File: config.mk
export PLATFORM = sky130hd
export DESIGN_NAME = kitchen_grid_state
export DESIGN_NICKNAME = d
export VERILOG_FILES = /design/src/rtl/kitchen_grid_state.sv
export SDC_FILE = /design/constraint.sdc
export NUM_CORES = 2
export LEC_CHECK = 0
export CAP_MARGIN = 20
export CELL_PAD_IN_SITES_DETAIL_PLACEMENT = 2
export CELL_PAD_IN_SITES_GLOBAL_PLACEMENT = 2
export CORE_UTILIZATION = 31
export DETAILED_ROUTE_END_ITERATION = 16
export PLACE_DENSITY_LB_ADDON = 0.05
export SLEW_MARGIN = 10
export SYNTH_ARGS = -nofsm -noshare
export SYNTH_HDL_FRONTEND = slang
export SYNTH_SLANG_ARGS = --single-unit
File: constraint.sdc
create_clock -name pixel_clk_in -period 6.56 [get_ports pixel_clk_in]
set_clock_uncertainty 0.1 [all_clocks]
set_input_delay 1.312 -clock pixel_clk_in [delete_from_list [all_inputs] [get_ports pixel_clk_in]]
set_output_delay 1.312 -clock pixel_clk_in [all_outputs]
set_load 0.03 [all_outputs]
File: src/rtl/kitchen_grid_state.sv
// Owns the 8x13 kitchen object grid. Player requests edit a shadow copy, frame ticks advance
// pot timers, and the shadow is published to the display grid only between frames.
//
// state  | meaning
// IDLE   | waiting for a frame tick (or pended tick) or an action request
// ACT    | evaluating the latched request against shadow grid and held object
// SCAN   | walking the 104 cells, advancing pot cook/burn counters
// COMMIT | copying shadow grid to object_grid_out
module kitchen_grid_state #(
    parameter int COOK_FRAMES = 180,
    parameter int BURN_FRAMES = 240
) (
    input  logic                   pixel_clk_in,
    input  logic                   rst_in,
    input  logic                   frame_tick_in,
    input  logic                   action_valid_in,
    output logic                   action_ready_out,
    input  logic [1:0]             action_type_in,
    input  logic [2:0]             action_x_in,
    input  logic [3:0]             action_y_in,
    input  logic [3:0]             spawn_obj_in,
    output logic [3:0]             held_out,
    output logic                   action_done_out,
    output logic                   action_ok_out,
    output logic                   scan_busy_out,
    output logic [7:0][12:0][3:0]  object_grid_out
);

    typedef enum logic [1:0] {IDLE, ACT, SCAN, COMMIT} state_t;

    localparam logic [7:0] COOK_LIM = 8'(COOK_FRAMES);
    localparam logic [7:0] BURN_LIM = 8'(BURN_FRAMES);
    localparam logic [6:0] LAST_CELL = 7'd103;

    localparam logic [1:0] T_INTERACT   = 2'd0;
    localparam logic [1:0] T_CHOP       = 2'd1;
    localparam logic [1:0] T_EXTINGUISH = 2'd2;
    localparam logic [1:0] T_SPAWN      = 2'd3;

    state_t      state;
    logic        pending;
    logic [6:0]  scan_idx;
    logic [3:0]  shadow [0:103];
    logic [7:0]  cnt    [0:103];

    logic [1:0]  req_type;
    logic [2:0]  req_x;
    logic [3:0]  req_y;
    logic [3:0]  req_obj;

    logic        req_in_range;
    logic [6:0]  req_idx;
    logic [3:0]  cur;
    logic        act_ok;
    logic [3:0]  act_cell;
    logic [3:0]  act_held;
    logic [3:0]  sc_cell;
    logic [7:0]  sc_inc;

    assign action_ready_out = (state == IDLE) && !pending;
    assign scan_busy_out    = (state == SCAN) || (state == COMMIT);

    // Out-of-range columns are steered to cell 0 so the lookup never leaves the array.
    assign req_in_range = (req_y <= 4'd12);
    assign req_idx      = req_in_range ? (7'(req_x) * 7'd13 + 7'(req_y)) : 7'd0;
    assign cur          = shadow[req_idx];
    assign sc_cell      = shadow[scan_idx];
    assign sc_inc       = cnt[scan_idx] + 8'd1;

    always_comb begin
        act_ok   = 1'b0;
        act_cell = cur;
        act_held = held_out;
        if (req_in_range) begin
            case (req_type)
                T_INTERACT: begin
                    if (held_out == 4'd0 && (cur == 4'd1 || cur == 4'd2 || cur == 4'd3 ||
                                             cur == 4'd4 || cur == 4'd10)) begin
                        act_ok = 1'b1; act_held = cur;  act_cell = 4'd0;
                    end else if (held_out == 4'd3 && cur == 4'd7) begin
                        act_ok = 1'b1; act_held = 4'd4; act_cell = 4'd5;
                    end else if (held_out == 4'd2 && cur == 4'd5) begin
                        act_ok = 1'b1; act_held = 4'd0; act_cell = 4'd6;
                    end else if (held_out != 4'd0 && cur == 4'd0) begin
                        act_ok = 1'b1; act_held = 4'd0; act_cell = held_out;
                    end
                end
                T_CHOP: begin
                    if (cur == 4'd1) begin
                        act_ok = 1'b1; act_cell = 4'd2;
                    end
                end
                T_EXTINGUISH: begin
                    if (held_out == 4'd10 && cur == 4'd9) begin
                        act_ok = 1'b1; act_cell = 4'd0;
                    end else if (held_out == 4'd10 && cur == 4'd8) begin
                        act_ok = 1'b1; act_cell = 4'd5;
                    end
                end
                T_SPAWN: begin
                    if (cur == 4'd0 && req_obj <= 4'd10) begin
                        act_ok = 1'b1; act_cell = req_obj;
                    end
                end
                default: act_ok = 1'b0;
            endcase
        end
    end

    always_ff @(posedge pixel_clk_in) begin
        if (rst_in) begin
            for (int i = 0; i < 104; i++) begin
                shadow[i] <= 4'd0;
                cnt[i]    <= 8'd0;
            end
            object_grid_out <= '0;
            held_out        <= 4'd0;
            action_done_out <= 1'b0;
            action_ok_out   <= 1'b0;
            state           <= IDLE;
            pending         <= 1'b0;
            scan_idx        <= 7'd0;
            req_type        <= 2'd0;
            req_x           <= 3'd0;
            req_y           <= 4'd0;
            req_obj         <= 4'd0;
        end else begin
            action_done_out <= 1'b0;
            action_ok_out   <= 1'b0;
            case (state)
                IDLE: begin
                    if (frame_tick_in || pending) begin
                        pending  <= 1'b0;
                        scan_idx <= 7'd0;
                        state    <= SCAN;
                    end else if (action_valid_in) begin
                        req_type <= action_type_in;
                        req_x    <= action_x_in;
                        req_y    <= action_y_in;
                        req_obj  <= spawn_obj_in;
                        state    <= ACT;
                    end
                end
                ACT: begin
                    action_done_out <= 1'b1;
                    action_ok_out   <= act_ok;
                    if (act_ok) begin
                        shadow[req_idx] <= act_cell;
                        cnt[req_idx]    <= 8'd0;
                        held_out        <= act_held;
                    end
                    if (frame_tick_in) pending <= 1'b1;
                    state <= IDLE;
                end
                SCAN: begin
                    // Limits are 1..255, so the transition always fires before the counter can wrap.
                    if (sc_cell == 4'd6) begin
                        if (sc_inc == COOK_LIM) begin
                            shadow[scan_idx] <= 4'd7;
                            cnt[scan_idx]    <= 8'd0;
                        end else begin
                            cnt[scan_idx] <= sc_inc;
                        end
                    end else if (sc_cell == 4'd7) begin
                        if (sc_inc == BURN_LIM) begin
                            shadow[scan_idx] <= 4'd8;
                            cnt[scan_idx]    <= 8'd0;
                        end else begin
                            cnt[scan_idx] <= sc_inc;
                        end
                    end else begin
                        cnt[scan_idx] <= 8'd0;
                    end
                    if (scan_idx == LAST_CELL) state <= COMMIT;
                    else                       scan_idx <= scan_idx + 7'd1;
                end
                COMMIT: begin
                    for (int x = 0; x < 8; x++)
                        for (int y = 0; y < 13; y++)
                            object_grid_out[x][y] <= shadow[x*13 + y];
                    state <= IDLE;
                end
                default: state <= IDLE;
            endcase
        end
    end

endmodule

# Yosys cells after proc, flatten, opt, wreduce, memory -nomap -nowiden
# Memories as Yosys holds them, arrays and structs flattened. A register that Yosys moved wholly into a read port is not among the register bits.
# Index checks and enable logic that the tools add are counted.
word_totals:
  inputBits: 17
  n_memories: 2
  ff_bits: 29
  ram_bits: 1248
op_classes:
  reduce_logical: 34
  order_cmp: 2
  n_eq_ne: 28
  n_addsub: 3
  multipliers: 1
  muxes: 90
  bitwise: 7
mem_list:
  columns: ["memory", "words", "width", "rd", "rd_ports_with_merged_regs", "write_ports", "line", "text"]
  rows:
  - ["cnt", 104, 8, 1, 1, 104, "44", "logic [7:0] cnt [0:103];"]
  - ["shadow", 104, 4, 106, 105, 104, "43", "logic [3:0] shadow [0:103];"]
op_table:
  columns: ["cell", "n"]
  rows:
  - ["$mux 7", 11]
  - ["$mux 4", 16]
  - ["$mux 1", 49]
  - ["$mux 8", 6]
  - ["$eq 4x3->1 const B", 5]
  - ["$eq 4x2->1 const B", 4]
  - ["$eq 4x4->1 const B", 4]
  - ["$eq 8x8->1 const B", 2]
  - ["$pmux 4 s4", 1]
  - ["$reduce_or 8->1", 2]
  - ["$pmux 7 s2", 1]
  - ["$reduce_and 3->1", 3]
  - ["$add 8x1->8 const B", 1]
  - ["$eq 2x2->1 const B", 4]
  - ["$le 4x4->1 const B", 2]
  - ["$logic_and 1x1->1", 8]
  - ["$logic_not 4->1", 2]
  - ["$reduce_bool 4->1", 2]
  - ["$reduce_or 4->1", 2]
  - ["$add 7x1->7 const B", 1]
  - ["$add 7x4->7", 1]
  - ["$eq 7x7->1 const B", 1]
  - ["$mul 3x4->7 const B", 1]
  - ["$logic_or 1x1->1", 6]
  - ["other kinds (17)", 30]

# Logic depth before layout (Yosys ltp)
# An unclocked memory read counts as a cell.
logic_depth:
  word_depth: 20
  mapped_depth: 26
  ltp_nobuf: 19

# Worst setup path after synthesis
# Ideal clock, no wire load.
synth_path:
  kind: "reg2reg"
  from: "register req_x[0]"
  to: "memory cnt[112][0] (enable)"
  setup_slack_ps: 192
  t_required_ps: 6065
  synth_period_minus_slack_ps: 6368
  t_arrival_ps: 5873
  path_stages_with_launch: 26
  cell_sequence: "dfxtp_1 -> ha_1 -> ha_1 -> inv_1 -> fa_1 -> buf_2 -> buf_4 -> buf_2 -> clkbuf_1 -> clkbuf_1 -> mux4_2 -> nor2_1 -> nor3_1 -> nor4_1 -> nand2_1 -> and3_1 -> clkbuf_1 -> o41a_1 -> o211ai_1 -> o211ai_1 -> inv_1 -> nor2_1 -> buf_2 -> buf_2 -> buf_2 -> nor4_1"
synth_rtl:
  columns: ["element", "line", "text"]
  rows:
  - ["start, declared", "47", "logic [2:0] req_x;"]
  - ["start signal, assigned", "138", "req_x <= action_x_in;"]
  - ["end, declared", "44", null]

==> summary.md <==
| Metric | Value |
|---|---|
| Outcome | `completed` |
| Slew margin rel. | `21.0%` |
| Area Overhead vs Synth | `27.4%` |
| Vias | `71,500` |
| Final hold violation count | `0` |
| Grt ovf | `0` |
| DR WL/cell | `33.9 microns` |
| Die Span Y | `539 microns` |
| Seq cells post-synth | `1,988` |
| CTS Buffer Depth | `4` |
| Initial core utilization | `31.3%` |
| Num CTS Buffers | `between 200 and 250` |
| Share of layout cells above drive strength 1 | `21.7%` |
| Post-route setup slack | `98.4 ps` |
| Crit path DAT | `6980 ps` |
| GPL Wtd Cong | `between 0.9 and 1` |
| CTS root buffer | `clkbuf_16` |
| Post-Syn Area per Cell | `11.4 sq um` |
| Post-Synthesis Cell Area | `approximately 90,000 sq um` |
| Fin. max-slew vios | `0` |
| WP data required | `7080 ps` |
| Final HPWL DP | `319,000 microns` |
| Met1 GRT Util | `36.7%` |
| Initial antenna violation count | `18` |
| DR vias/cell | `5.56` |
| Post-layout util | `39.8%` |
| Area of the die | `291,000 sq um` |
| Die X | `539 microns` |
| Leak | `38.1 nW` |
| Fmax | `155 MHz` |
| Nets | `8,935` |
| Pin count of the biggest net entering global routing | `170` |
| Worst Path Max Fanout | `20` |
| Sequential cell area fraction in the yosys report | `61.7%` |
| Final wirelength | `around 440,000 microns` |
| Drt pass-1 iters | `5` |
| Clock tree from TritonCTS | `built` |
| Post-Place Setup Slack | `-655 ps` |
| Distinct cell type count of the synthesized netlist | `93` |
| Final ANT Viol Nets | `0` |
| First-pass GRT wire length | `607,000 microns` |
| Core area | `about 290,000 sq um` |
| GRT met2 Usage | `51.1%` |
| Asr flop ratio synth | `0%` |
| Most used DFF post-synth | `edfxtp_1` |
| Initial DRC count | `6,134` |
| Max VDD drop | `261 uV` |
| PD cells | `between 200 and 300 nW/um^2` |
| Final worst path period share | `98.5%` |
| Least-Margin Pin Slew | `1180 ps` |
| I/O Pins | `441` |
| Clk sink count | `1,988` |
| Max Cap Viol | `0` |
| CTS H-tree depth | `4` |
| Synthesis warning total | `0` |
| Vias in the first global route | `75,400` |
| Worst-skew pair later-pin latency | `940 ps` |
| Port Buffers | `440` |
| Hold Crit Class | `reg -> reg` |
| Post-synth EDFFs | `approximately 1,500` |
| Final setup vio count | `0` |
| Syn Nets | `7,864` |
| Mapped Cells | `7,829` |
| Worst Reg-to-Reg Cells | `25` |
| RSZ-0062 raised after global routing | `yes` |
| Hold Slack | `355 ps` |
| Post-layout minimum cycle time | `6460 ps` |
| GR Layer Usage met3 | `3.39%` |
| Drt drc | `0` |
| Setup CP Type | `reg -> reg` |
| Hold depth | `2` |
| Global routing's busiest layer | `met2` |
| Tot GR Track Use | `29.4%` |
| Worst Setup End Kind | `flop` |
| CP Launch Type | `flop` |
| Row Count | `196` |
| CTS clk-pin slew, worst paths | `60 ps` |
critical path: stages, from the launching register on:
cell and delay (ps):
dfxtp_2 340, ha_4 250, ha_4 260, inv_1 50, fa_4 900, buf_6 150, buf_8 200, nor3_2 70
buf_4 230, buf_4 150, a221o_1 330, o22ai_2 230, o31a_1 250, nand4_1 130, buf_4 180, buf_4 190
o41a_1 440, o211ai_1 240, o211ai_1 130, buf_4 180, buf_12 160, nor4_4 290, nor2_4 120, buf_12 180
o21ai_2 190, buf_4 150
layout by cell type (no fill, tap or decap), types with 16 or more instances in the layout:
cell type / instances
nor3b_1: 36
o311ai_0: 21
o22ai_1: 59
mux4_2: 257
a21oi_1: 519
clkbuf_1: 51
nor3_1: 169
clkdlybuf4s50_1: 439
a22oi_1: 102
nor4_1: 34
inv_1: 118
o221ai_1: 16
o21ai_1: 57
buf_4: 942
edfxtp_1: 1536
nand3b_1: 32
nand2b_1: 20
clkinv_1: 31
clkbuf_16: 243
mux2_2: 28
nor3_2: 80
o211ai_1: 19
bufinv_16: 16
nor2_1: 1307
clkbuf_8: 33
a31oi_1: 119
a22o_1: 17
nand2_1: 1150
buf_12: 120
a211oi_1: 23
mux2i_1: 271
nand4_1: 27
o21ai_0: 232
clkinv_2: 36
dfxtp_1: 445
nand3_1: 61
state kept, by name, summed over array words and instances (netlist names), 2 cells and up, named ones only:
name and cells:
cnt 1024, shadow 512, object_grid_out 416, scan_idx 7, held_out 4, req_obj 4
req_y 4, req_x 3, req_type 2, state 2
area by class of cell:
type	instances	area, sq um
fill	29300	172000
sequential	1988	55200
multi-input combinational	5041	31800
timing repair buffer	1511	14000
clock buffer	335	6780
tap	3762	4710
clock inverter	102	976
inverter	126	483
antenna	8	20.0
per-stage QoR:
stage	cells	total power, W	area, sq um	TNS, ps
finish	12900	0.0314	114000	0
global route	12900	0.0322	114000	-315
CTS	12800	0.0315	113000	0
detailed placement	12400	0.0181	105000	-817700
global placement	12400	0.0181	105000	-1181500
floorplan	7829	0.0158	89400	0
what timing repair did:
action,4_1_cts,5_1_grt
pin swaps,3,20
cloned,0,0
hold buffers,0,0
gates resized for setup,61,122
setup buffers,5,19
setup endpoints to repair,2016,2020
hold endpoints to repair,0,0
logic make-up after synthesis:
family,share of synthesized area [%]
DFF,61.7
muxes,10.0
buffers and inverters,3.87
AOI/OAI and AO/OA,9.33
and+or+nand+nor,14.7
adders and majority gates,0.269
xor gates and xnor gates,0.127
synthesized netlist by cell type (123+ instances only):
cell / count / area (sq um)
a21oi_1: 523 / 2620
buf_2: 178 / 891
clkbuf_1: 380 / 1430
dfxtp_1: 452 / 9050
edfxtp_1: 1536 / 46100
inv_1: 123 / 462
mux2i_1: 282 / 2820
mux4_2: 257 / 5790
nand2_1: 1159 / 4350
nor2_1: 1324 / 4970
nor3_1: 179 / 896
o21ai_0: 299 / 1500
path summary, 6_finish.rpt:
check / start / end / slack (ps)
max: req_x[0]$_SDFFE_PP0P_ / shadow[28][2]$_SDFFCE_PN0P_ / 100
min reg2reg: object_grid_out[242]$_SDFFE_PP0P_ / object_grid_out[242]$_SDFFE_PP0P_ / 350
max reg2reg: req_x[0]$_SDFFE_PP0P_ / shadow[28][2]$_SDFFCE_PN0P_ / 100
min: object_grid_out[242]$_SDFFE_PP0P_ / object_grid_out[242]$_SDFFE_PP0P_ / 350
where the power goes:
part	leakage, nW	switching (W)	total, W	internal, W
clock	3.82	0.00555	0.0133	0.00779
combinational	14.7	0.00248	0.00385	0.00136
sequential	19.6	0.000290	0.0142	0.0139
total	38.1	0.00832	0.0314	0.0230
layer usage:
metal | wire length (microns) | share of wire [%] | up-vias
li1 | - | - | 30600
met1 | 176000 | 40 | 38000
met2 | 216000 | 50 | 2307
met3 | 21700 | 5.0 | 656
met4 | 21700 | 5.0 | 6
met5 | 46 | 0.011 | -
Note: power is estimated with default switching activity, not from simulation.
